===== config.mk =====
export PLATFORM = sky130hd
export DESIGN_NAME = sum_reduce_sched
export DESIGN_NICKNAME = d
export VERILOG_FILES = /design/src/rtl/sum_reduce_sched.sv
export SDC_FILE = /design/constraint.sdc
export NUM_CORES = 1
export LEC_CHECK = 0
export ABC_AREA = 1
export CORE_MARGIN = 1
export CORE_UTILIZATION = 52
export CTS_CLUSTER_SIZE = 30
export DETAILED_ROUTE_END_ITERATION = 16
export GPL_TIMING_DRIVEN = 0
export PLACE_DENSITY = 0.83
export SLEW_MARGIN = 20
export SYNTH_ARGS = -nofsm -noshare
export SYNTH_HDL_FRONTEND = slang
export SYNTH_SLANG_ARGS = --single-unit

===== constraint.sdc =====
create_clock -name clk -period 5.5 [get_ports clk]
set_input_delay 1.1 -clock clk [delete_from_list [all_inputs] [get_ports clk]]
set_output_delay 1.1 -clock clk [all_outputs]
set_load 0.02 [all_outputs]

===== src/rtl/sum_reduce_sched.sv =====
// Control sequencer for a shared pairwise-adder reduction array.
// It drives load, accumulate and tree-reduce cycles, then holds the result under a valid/ready handshake.
module sum_reduce_sched #(
   parameter int N  = 40,
   parameter int P  = 8,
   parameter int GW = 4,
   parameter int LW = 2
) (
   input  logic          clk,
   input  logic          rst,
   input  logic          start,
   input  logic          abort,
   output logic          in_ready,
   output logic          busy,
   output logic [1:0]    op_mode,
   output logic [GW-1:0] grp_sel,
   output logic [P-1:0]  lane_en,
   output logic [LW-1:0] tree_lvl,
   output logic          res_valid,
   input  logic          res_ready
);

   localparam int L = 1 + (N - 2*P + P - 1) / P;
   localparam int R = $clog2(P);
   localparam logic [GW-1:0] GRP_LAST = GW'(L - 1);
   localparam logic [LW-1:0] LVL_LAST = LW'(R - 1);

   typedef enum logic [2:0] {
      S_IDLE,
      S_LOAD,
      S_ACCUM,
      S_REDUCE,
      S_DONE
   } state_t;

   state_t        state_q, state_d;
   logic [GW-1:0] grp_q, grp_d;
   logic [LW-1:0] lvl_q, lvl_d;

   always_ff @(posedge clk or negedge rst) begin
      if (!rst) begin
         state_q <= S_IDLE;
         grp_q   <= '0;
         lvl_q   <= '0;
      end else begin
         state_q <= state_d;
         grp_q   <= grp_d;
         lvl_q   <= lvl_d;
      end
   end

   always_comb begin
      state_d = state_q;
      grp_d   = grp_q;
      lvl_d   = lvl_q;
      if (state_q != S_IDLE && abort) begin
         state_d = S_IDLE;
         grp_d   = '0;
         lvl_d   = '0;
      end else begin
         case (state_q)
            S_IDLE: begin
               if (start && !abort) state_d = S_LOAD;
            end
            S_LOAD: begin
               // With exactly 2P operands the single load covers everything.
               if (L > 1) begin
                  state_d = S_ACCUM;
                  grp_d   = GW'(1);
               end else begin
                  state_d = S_REDUCE;
                  lvl_d   = '0;
               end
            end
            S_ACCUM: begin
               if (grp_q == GRP_LAST) begin
                  state_d = S_REDUCE;
                  lvl_d   = '0;
               end else begin
                  grp_d = grp_q + 1'b1;
               end
            end
            S_REDUCE: begin
               if (lvl_q == LVL_LAST) state_d = S_DONE;
               else                   lvl_d   = lvl_q + 1'b1;
            end
            S_DONE: begin
               if (res_ready) begin
                  state_d = S_IDLE;
                  grp_d   = '0;
                  lvl_d   = '0;
               end
            end
            default: begin
               state_d = S_IDLE;
               grp_d   = '0;
               lvl_d   = '0;
            end
         endcase
      end
   end

   always_comb begin
      in_ready  = 1'b0;
      busy      = 1'b0;
      op_mode   = 2'b00;
      grp_sel   = '0;
      lane_en   = '0;
      tree_lvl  = '0;
      res_valid = 1'b0;
      case (state_q)
         S_IDLE: in_ready = 1'b1;
         S_LOAD: begin
            busy    = 1'b1;
            op_mode = 2'b01;
            lane_en = '1;
         end
         S_ACCUM: begin
            busy    = 1'b1;
            op_mode = 2'b10;
            grp_sel = grp_q;
            // Lanes past the last operand stay idle on a partial final group.
            for (int i = 0; i < P; i++)
               lane_en[i] = (2*P + (int'(grp_q) - 1)*P + i) < N;
         end
         S_REDUCE: begin
            busy     = 1'b1;
            op_mode  = 2'b11;
            tree_lvl = lvl_q;
            for (int i = 0; i < P; i++)
               lane_en[i] = i < (P >> (int'(lvl_q) + 1));
         end
         S_DONE: res_valid = 1'b1;
         default: in_ready = 1'b0;
      endcase
   end

endmodule


==> flow_metrics.tcl, run 1 <==
set metrics [dict create \
    layout.nets 190 \
    clock_skew_ps 3.77 \
    power_switching_uw 420 \
    critPathLaunchType "register" \
    hp-class "register to register" \
    critPathKind "register to output port" \
    cp-end-kind "output port" \
    ys_warn_count 0 \
    htreeDepth 1 \
    start_util_pct 56.1 \
    fill_cells 142 \
    rows 15 \
    clock-root-buffer "clkbuf_4" \
    switching_share_pct 53.1 \
    worst_slew_pin_slew_ps 368 \
    cts_setup_buffers 0 \
    ir_worst_vdd_uv 375 \
    antenna_found_initial 0 \
    dieHeight_um 45.4 \
    cts_tree "built" \
    crit_top_cell "nand2_1" \
    die_w_um 45.4 \
    period_share_pct 68.3 \
    synthArstFlopShare_pct 100 \
    synth-seq-cells 9 \
    min_period_ps 3750 \
    cp_data_arrival_time_ps 2650 \
    buffer_ports.inserted 23 \
    synth_top_cell_by_area "dfrtp_1" \
    synth_nets 162 \
    cts_buffer_depth 2 \
    slew_viol_final 0 \
    power_frac_seq_pct 13.7 \
    synth_cell_types 25 \
    cts_resized 0 \
    synth-edff-count 0 \
    timing.slew.headroom_pct 75.4 \
    hold_buffers 0 \
    numCtsBuffers 3 \
    total_leakage_power_uw 0.000641 \
    crit_slowest_cell "clkdlybuf4s50_1" \
    status "finished clean" \
    io_pins 24 \
    drv_cap 0 \
    worst_path_largest_cell_delay_ps 610 \
    route.detailed.drc 0 \
    routed_via_density 5.02 \
    wirelength_um 2070 \
    grt_max_degree 10 \
    first_global_vias 817 \
    path_clk_slew_ps 60 \
    drive_gt1_share_pct 12.6 \
    p_total_uw 792 \
    drtIter0Drc 28 \
    synth_area_leaders "dfrtp_1 23%, nand2_1 15%, ha_1 13%" \
    required_ps 4400 \
    grt_pass1_wl_um 3410 \
    area_growth_pct 29.5 \
    powerDensity_nw_per_um2 624 \
    rsz0062_at_grt "no" \
    ys_seq_area_share_pct 23.0 \
    hold_viol 0 \
    crit_path_cell_trace "inv_2, ha_1, inv_1, nand2_1, nand2_1, inv_1, ha_1, inv_1, nand3_1, nand2_1, nand4_1, nand2_1, nand2_2, o21ai_1, clkdlybuf4s50_1" \
    fmax_mhz 266 \
    worstSkewPairLatency_ps 260 \
    dr.pass1.iters 4 \
    post_drt_wl_per_cell_um 10.4 \
    setup_viol 0 \
    grt_usage_pct 23.3 \
    setup_tns_ps 0 \
    n_antenna_cell 0 \
    syn_inst 147 \
    synthFlopType "dfrtp_1" \
    num_vias 999 \
    synth_top_area_share_pct 23.0 \
    crit_fanout 8 \
    internal_power_uw 372 \
    synth.avg_cell_area_um2 6.66 \
    numClockSinks 9 \
    core_region_area_um2 1750 \
    place_congestion 0.905 \
    overflow 0 \
    pwr-share-comb_pct 80.3 \
    syn_area_um2 980 \
    die_area_um2 2060 \
    dp_hpwl_um 1760 \
    clkPwrFrac_pct 6.0 \
    postRouteAntennaNets 0 \
]
-- stage by stage --
step	util, %	std cells	area [µm²]	hold slack [ps]	worst slack (ps)
floorplan	-	147	980	505	2660
global placement	71.1	195	1240	541	2090
detailed placement	71.1	195	1240	564	2020
CTS	72.7	199	1270	577	1730
global route	72.7	199	1270	616	1460
finish	72.7	199	1270	570	1750
-- cell usage after synthesis (3+ instances only) --
master   number
a21oi_1       3
o21ai_0       4
nand2_4       3
dfrtp_1       9
nor2_1       15
o21ai_1       3
inv_1        24
nand2_1      40
inv_2         3
nand4_1       5
ha_1         10
nor2_4        3
nand3_1       9
-- power groups by stage --
stage	Sequential, µW	Combinational, µW	Clock, µW
global placement	108	620	0
floorplan	104	422	0
finish	108	636	47.8
detailed placement	109	637	0
CTS	108	639	49.8
global route	112	706	52.0
-- layer usage --
layer / global-route usage [%] / up-vias / share of wire (%)
met3: 2.78 / 4 / 3.2
met1: 34.2 / 447 / 49
met5: 0 / - / 0
li1: - / 525 / -
met4: 12.7 / 0 / 1.8
met2: 32.9 / 23 / 45
-- cell families (layout without fill, tap and decap cells) --
family	count (synthesis)	in the layout	synth area share (%)
and+or+nand+nor	83	83	42.4
buffers and inverters	27	54	10.3
AOI/OAI and AO/OA	18	18	11.5
adders and majority gates	10	10	12.8
DFF	9	9	23.0
-- cells in the final DEF (no fill, tap or decap), types with 2 or more instances in the layout --
cell type         n
dfrtp_1           9
inv_1            24
o211ai_1          2
nor2_1           15
o21ai_1           3
clkbuf_4          3
nor2_2            2
nand2_1          40
inv_2             3
nand3_1           9
a21oi_1           3
nor2_4            3
ha_1             10
nand2_4           3
nand4_1           5
o21ai_2           2
nand2_2           2
o21ai_0           4
clkdlybuf4s50_1  23
-- worst paths after layout --
kind | from | to | slack [ps] | depth (start not counted)
min reg2reg | lvl_q[1]$_DFFE_PN0P_ | lvl_q[1]$_DFFE_PN0P_ | 570 | 2
max in group asynchronous | rst | state_q[2]$_DFFE_PN0P_ | 4110 | 1
max | grp_q[0]$_DFFE_PN0P_ | lane_en[6] | 1750 | 15
min in group asynchronous | rst | state_q[1]$_DFFE_PN0P_ | 1120 | 1
min | lvl_q[1]$_DFFE_PN0P_ | lvl_q[1]$_DFFE_PN0P_ | 570 | 2
max reg2reg | grp_q[0]$_DFFE_PN0P_ | grp_q[2]$_DFFE_PN0P_ | 3880 | 8
-- state kept, by name, summed over array words and instances (netlist names) --
name     cells
grp_q        4
lvl_q        2
state_q      3
-- critical path, delay by kind of cell (launching register included) --
family | cells | cell delay [ps]
AO/OA/AOI/OAI | 1 | 90
buffers and inverters | 5 | 900
flip-flops | 1 | 400
AND/OR/NAND/NOR | 7 | 560
adder cells (fa/ha/maj) | 2 | 440
-- layout make-up --
cell class	instances	area [µm²]	area share (%)
Multi-Input combinational cell	111	653	51.5
Timing Repair Buffer	23	230	18.1
Sequential cell	9	225	17.8
Inverter	27	101	7.99
Tap cell	25	31.3	2.47
Clock buffer	3	22.5	1.78
Clock inverter	1	5.00	0.394
Note: power is estimated with default switching activity, not from simulation.
==> inputs of run 2 (changes only) <==
--- a/config.mk
+++ b/config.mk
@@ -7,11 +7,11 @@
 export LEC_CHECK = 0
 export ABC_AREA = 1
 export CORE_MARGIN = 1
-export CORE_UTILIZATION = 52
+export CORE_UTILIZATION = 44
 export CTS_CLUSTER_SIZE = 30
 export DETAILED_ROUTE_END_ITERATION = 16
 export GPL_TIMING_DRIVEN = 0
-export PLACE_DENSITY = 0.83
+export PLACE_DENSITY = 0.75
 export SLEW_MARGIN = 20
 export SYNTH_ARGS = -nofsm -noshare
 export SYNTH_HDL_FRONTEND = slang
==> constraint.sdc (replaced) <==
create_clock -name clk -period 3.05 [get_ports clk]
set_input_delay 0.61 -clock clk [delete_from_list [all_inputs] [get_ports clk]]
set_output_delay 0.61 -clock clk [all_outputs]
set_load 0.02 [all_outputs]
==> run 2 against run 1 <==
  * Utilization is 11 points lower
  * Non-clock buffer count is 3 higher
  * Largest power group unchanged
  * Clock skew is 2.4 ps higher
  * Hold slack worse by 16 ps
  * Clock power is 82% higher
  * Routed wire length is 0.87% higher
  * Cell area is 1.2% lower
  * Cell count is 2.5% higher
==> flow_metrics.tcl, run 2 (synthesized netlist as in run 1, its figures left out) <==
set metrics [dict create \
    critPathLaunchType "register" \
    cts_buffer_depth 2 \
    antenna_found_initial 0 \
    die_w_um 49.2 \
    start_util_pct 48.5 \
    hold_viol 0 \
    num_vias 1004 \
    fmax_mhz 353 \
    min_period_ps 2830 \
    mostFrequentLayoutCells "40 x nand2_1, 24 x inv_1, 15 x nor2_1, 15 x clkdlybuf4s50_1, 10 x ha_1" \
    setup_viol 0 \
    status "finished clean" \
    slew_viol_final 0 \
    crit_fanout 7 \
    dp_hpwl_um 1750 \
    overflow 0 \
    dr.pass1.iters 4 \
    clock-root-buffer "clkbuf_4" \
    post_drt_wl_per_cell_um 10.2 \
    grt_max_degree 10 \
    hp-class "register to register" \
    rows 16 \
    largest_register_ffs 4 \
    route.detailed.drc 0 \
    io_pins 24 \
    total_leakage_power_uw 0.000660 \
    buffer_ports.inserted 23 \
    drtIter0Drc 33 \
    power_frac_seq_pct 14.5 \
    numCtsBuffers 3 \
    required_ps 2440 \
    routed_via_density 4.92 \
    worstSkewPairLatency_ps 260 \
    regMostFlops "grp_q" \
    period_share_pct 92.9 \
    cp_data_arrival_time_ps 2220 \
    grt_usage_pct 18.5 \
    dpl-instance-area_um2 1240 \
    htreeDepth 1 \
    grt_pass1_wl_um 3490 \
    hold_buffers 0 \
    die_area_um2 2420 \
    numClockSinks 9 \
    final_common_cell "nand2_1" \
    core_region_area_um2 2020 \
    powerDensity_nw_per_um2 1070 \
    clkPwrFrac_pct 6.5 \
    switching_share_pct 56.5 \
    cp-end-kind "output port" \
    area_growth_pct 28.0 \
    largestRegisters "grp_q: 4 flops, state_q: 3 flops, lvl_q: 2 flops" \
    stdcell_area_um2 1250 \
    rsz0062_at_grt "no" \
    place_congestion 0.806 \
    drive_gt1_share_pct 18.6 \
    ir_worst_vdd_uv 746 \
    dieHeight_um 49.2 \
    pwr-share-comb_pct 79.0 \
    clock_skew_ps 6.13 \
    cts_tree "built" \
    postRouteAntennaNets 0 \
    first_global_vias 843 \
    layout.nets 193 \
    drv_cap 0 \
    setup_tns_ps 0 \
    wirelength_um 2080 \
    critPathKind "register to output port" \
    internal_power_uw 585 \
    timing.slew.headroom_pct 74.9 \
    fin_cells 204 \
    dpl.cell_count 197 \
    worst_slew_pin_slew_ps 375 \
    path_clk_slew_ps 60 \
    power_switching_uw 759 \
    n_antenna_cell 0 \
]
run 2: cell count changes in the layout (fill, tap and decap cells not counted), sizes merged:
cell           delta
buf               +3
clkbuf            +8
clkdlybuf4s50     -8
run 2: layout make-up:
type / count / area (µm²)
fillers: 190 / 768
multi-input cells: 111 / 653
flip-flops and latches: 9 / 225
repair buffers: 26 / 213
inverters: 27 / 101
well taps: 27 / 33.8
clock buffers: 3 / 22.5
clock inverters: 1 / 5.00
run 2: what timing repair did:
| item | 4_1_cts | 5_1_grt |
|---|---|---|
| endpoints found under the setup margin | 8 | 8 |
| pin swaps | 0 | 0 |
| buffers inserted | 0 | 3 |
| resized for setup | 8 | 16 |
run 2: path summary, 6_finish.rpt:
path / start / to / slack, ps / cells past startpoint
worst min-delay path: lvl_q[1]$_DFFE_PN0P_ / lvl_q[1]$_DFFE_PN0P_ / 550 / 2
max in group asynchronous: rst / state_q[2]$_DFFE_PN0P_ / 2140 / 1
min in group asynchronous: rst / state_q[0]$_DFFE_PN0P_ / 630 / 1
worst max register to register: grp_q[0]$_DFFE_PN0P_ / grp_q[1]$_DFFE_PN0P_ / 1440 / 8
worst min register to register: lvl_q[1]$_DFFE_PN0P_ / lvl_q[1]$_DFFE_PN0P_ / 550 / 2
worst max-delay path: grp_q[1]$_DFFE_PN0P_ / lane_en[6] / 220 / 14
run 2: metal layers:
metal / wire (µm) / part of all wire (%) / track usage [%] / vias to the layer above
li1: - / - / - / 528
met1: 1030 / 50 / 23.6 / 454
met2: 976 / 47 / 31.1 / 20
met3: 57 / 2.7 / 1.87 / 2
met4: 15 / 0.72 / 8.82 / 0
met5: 0 / 0 / 0 / -
run 2: power by group through the flow:
stage,Sequential [µW],Clock (µW),Combinational (µW)
final,195,87.0,1060
after CTS,194,91.6,1070
after global placement,195,0,1120
after floorplan,187,0,762
after global routing,199,104,1180
after detailed placement,196,0,1150
run 2: metrics by stage:
step           hold WS, ps  power (µW)  setup WS (ps)  utilization [%]
2_1_floorplan          314         948            703                -
3_3_place_gp           543        1320            102             61.5
3_5_place_dp           551        1340           59.7             61.5
4_1_cts                564        1360           50.3             62.4
5_1_grt                601        1480           3.28             62.0
6_report               554        1340            216             62.0
run 2: critical path: stages, from the launching register on:
cell,delay (ps)
dfrtp_1,410
inv_1,120
ha_1,190
inv_1,50
nand2_1,60
nand2_1,90
inv_1,90
ha_1,170
nand3_1,130
nand2_1,120
nand4_1,90
nand2_1,80
nand2_2,90
o21ai_1,90
clkbuf_2,180
==> inputs of run 3 (changes only) <==
--- a/config.mk
+++ b/config.mk
@@ -10,6 +10,7 @@
 export CORE_UTILIZATION = 44
 export CTS_CLUSTER_SIZE = 30
 export DETAILED_ROUTE_END_ITERATION = 16
+export GPL_ROUTABILITY_DRIVEN = 0
 export GPL_TIMING_DRIVEN = 0
 export PLACE_DENSITY = 0.75
 export SLEW_MARGIN = 20
==> results of run 3 <==
Same layout as run 2: the final DEF is identical, and so are final timing and power.
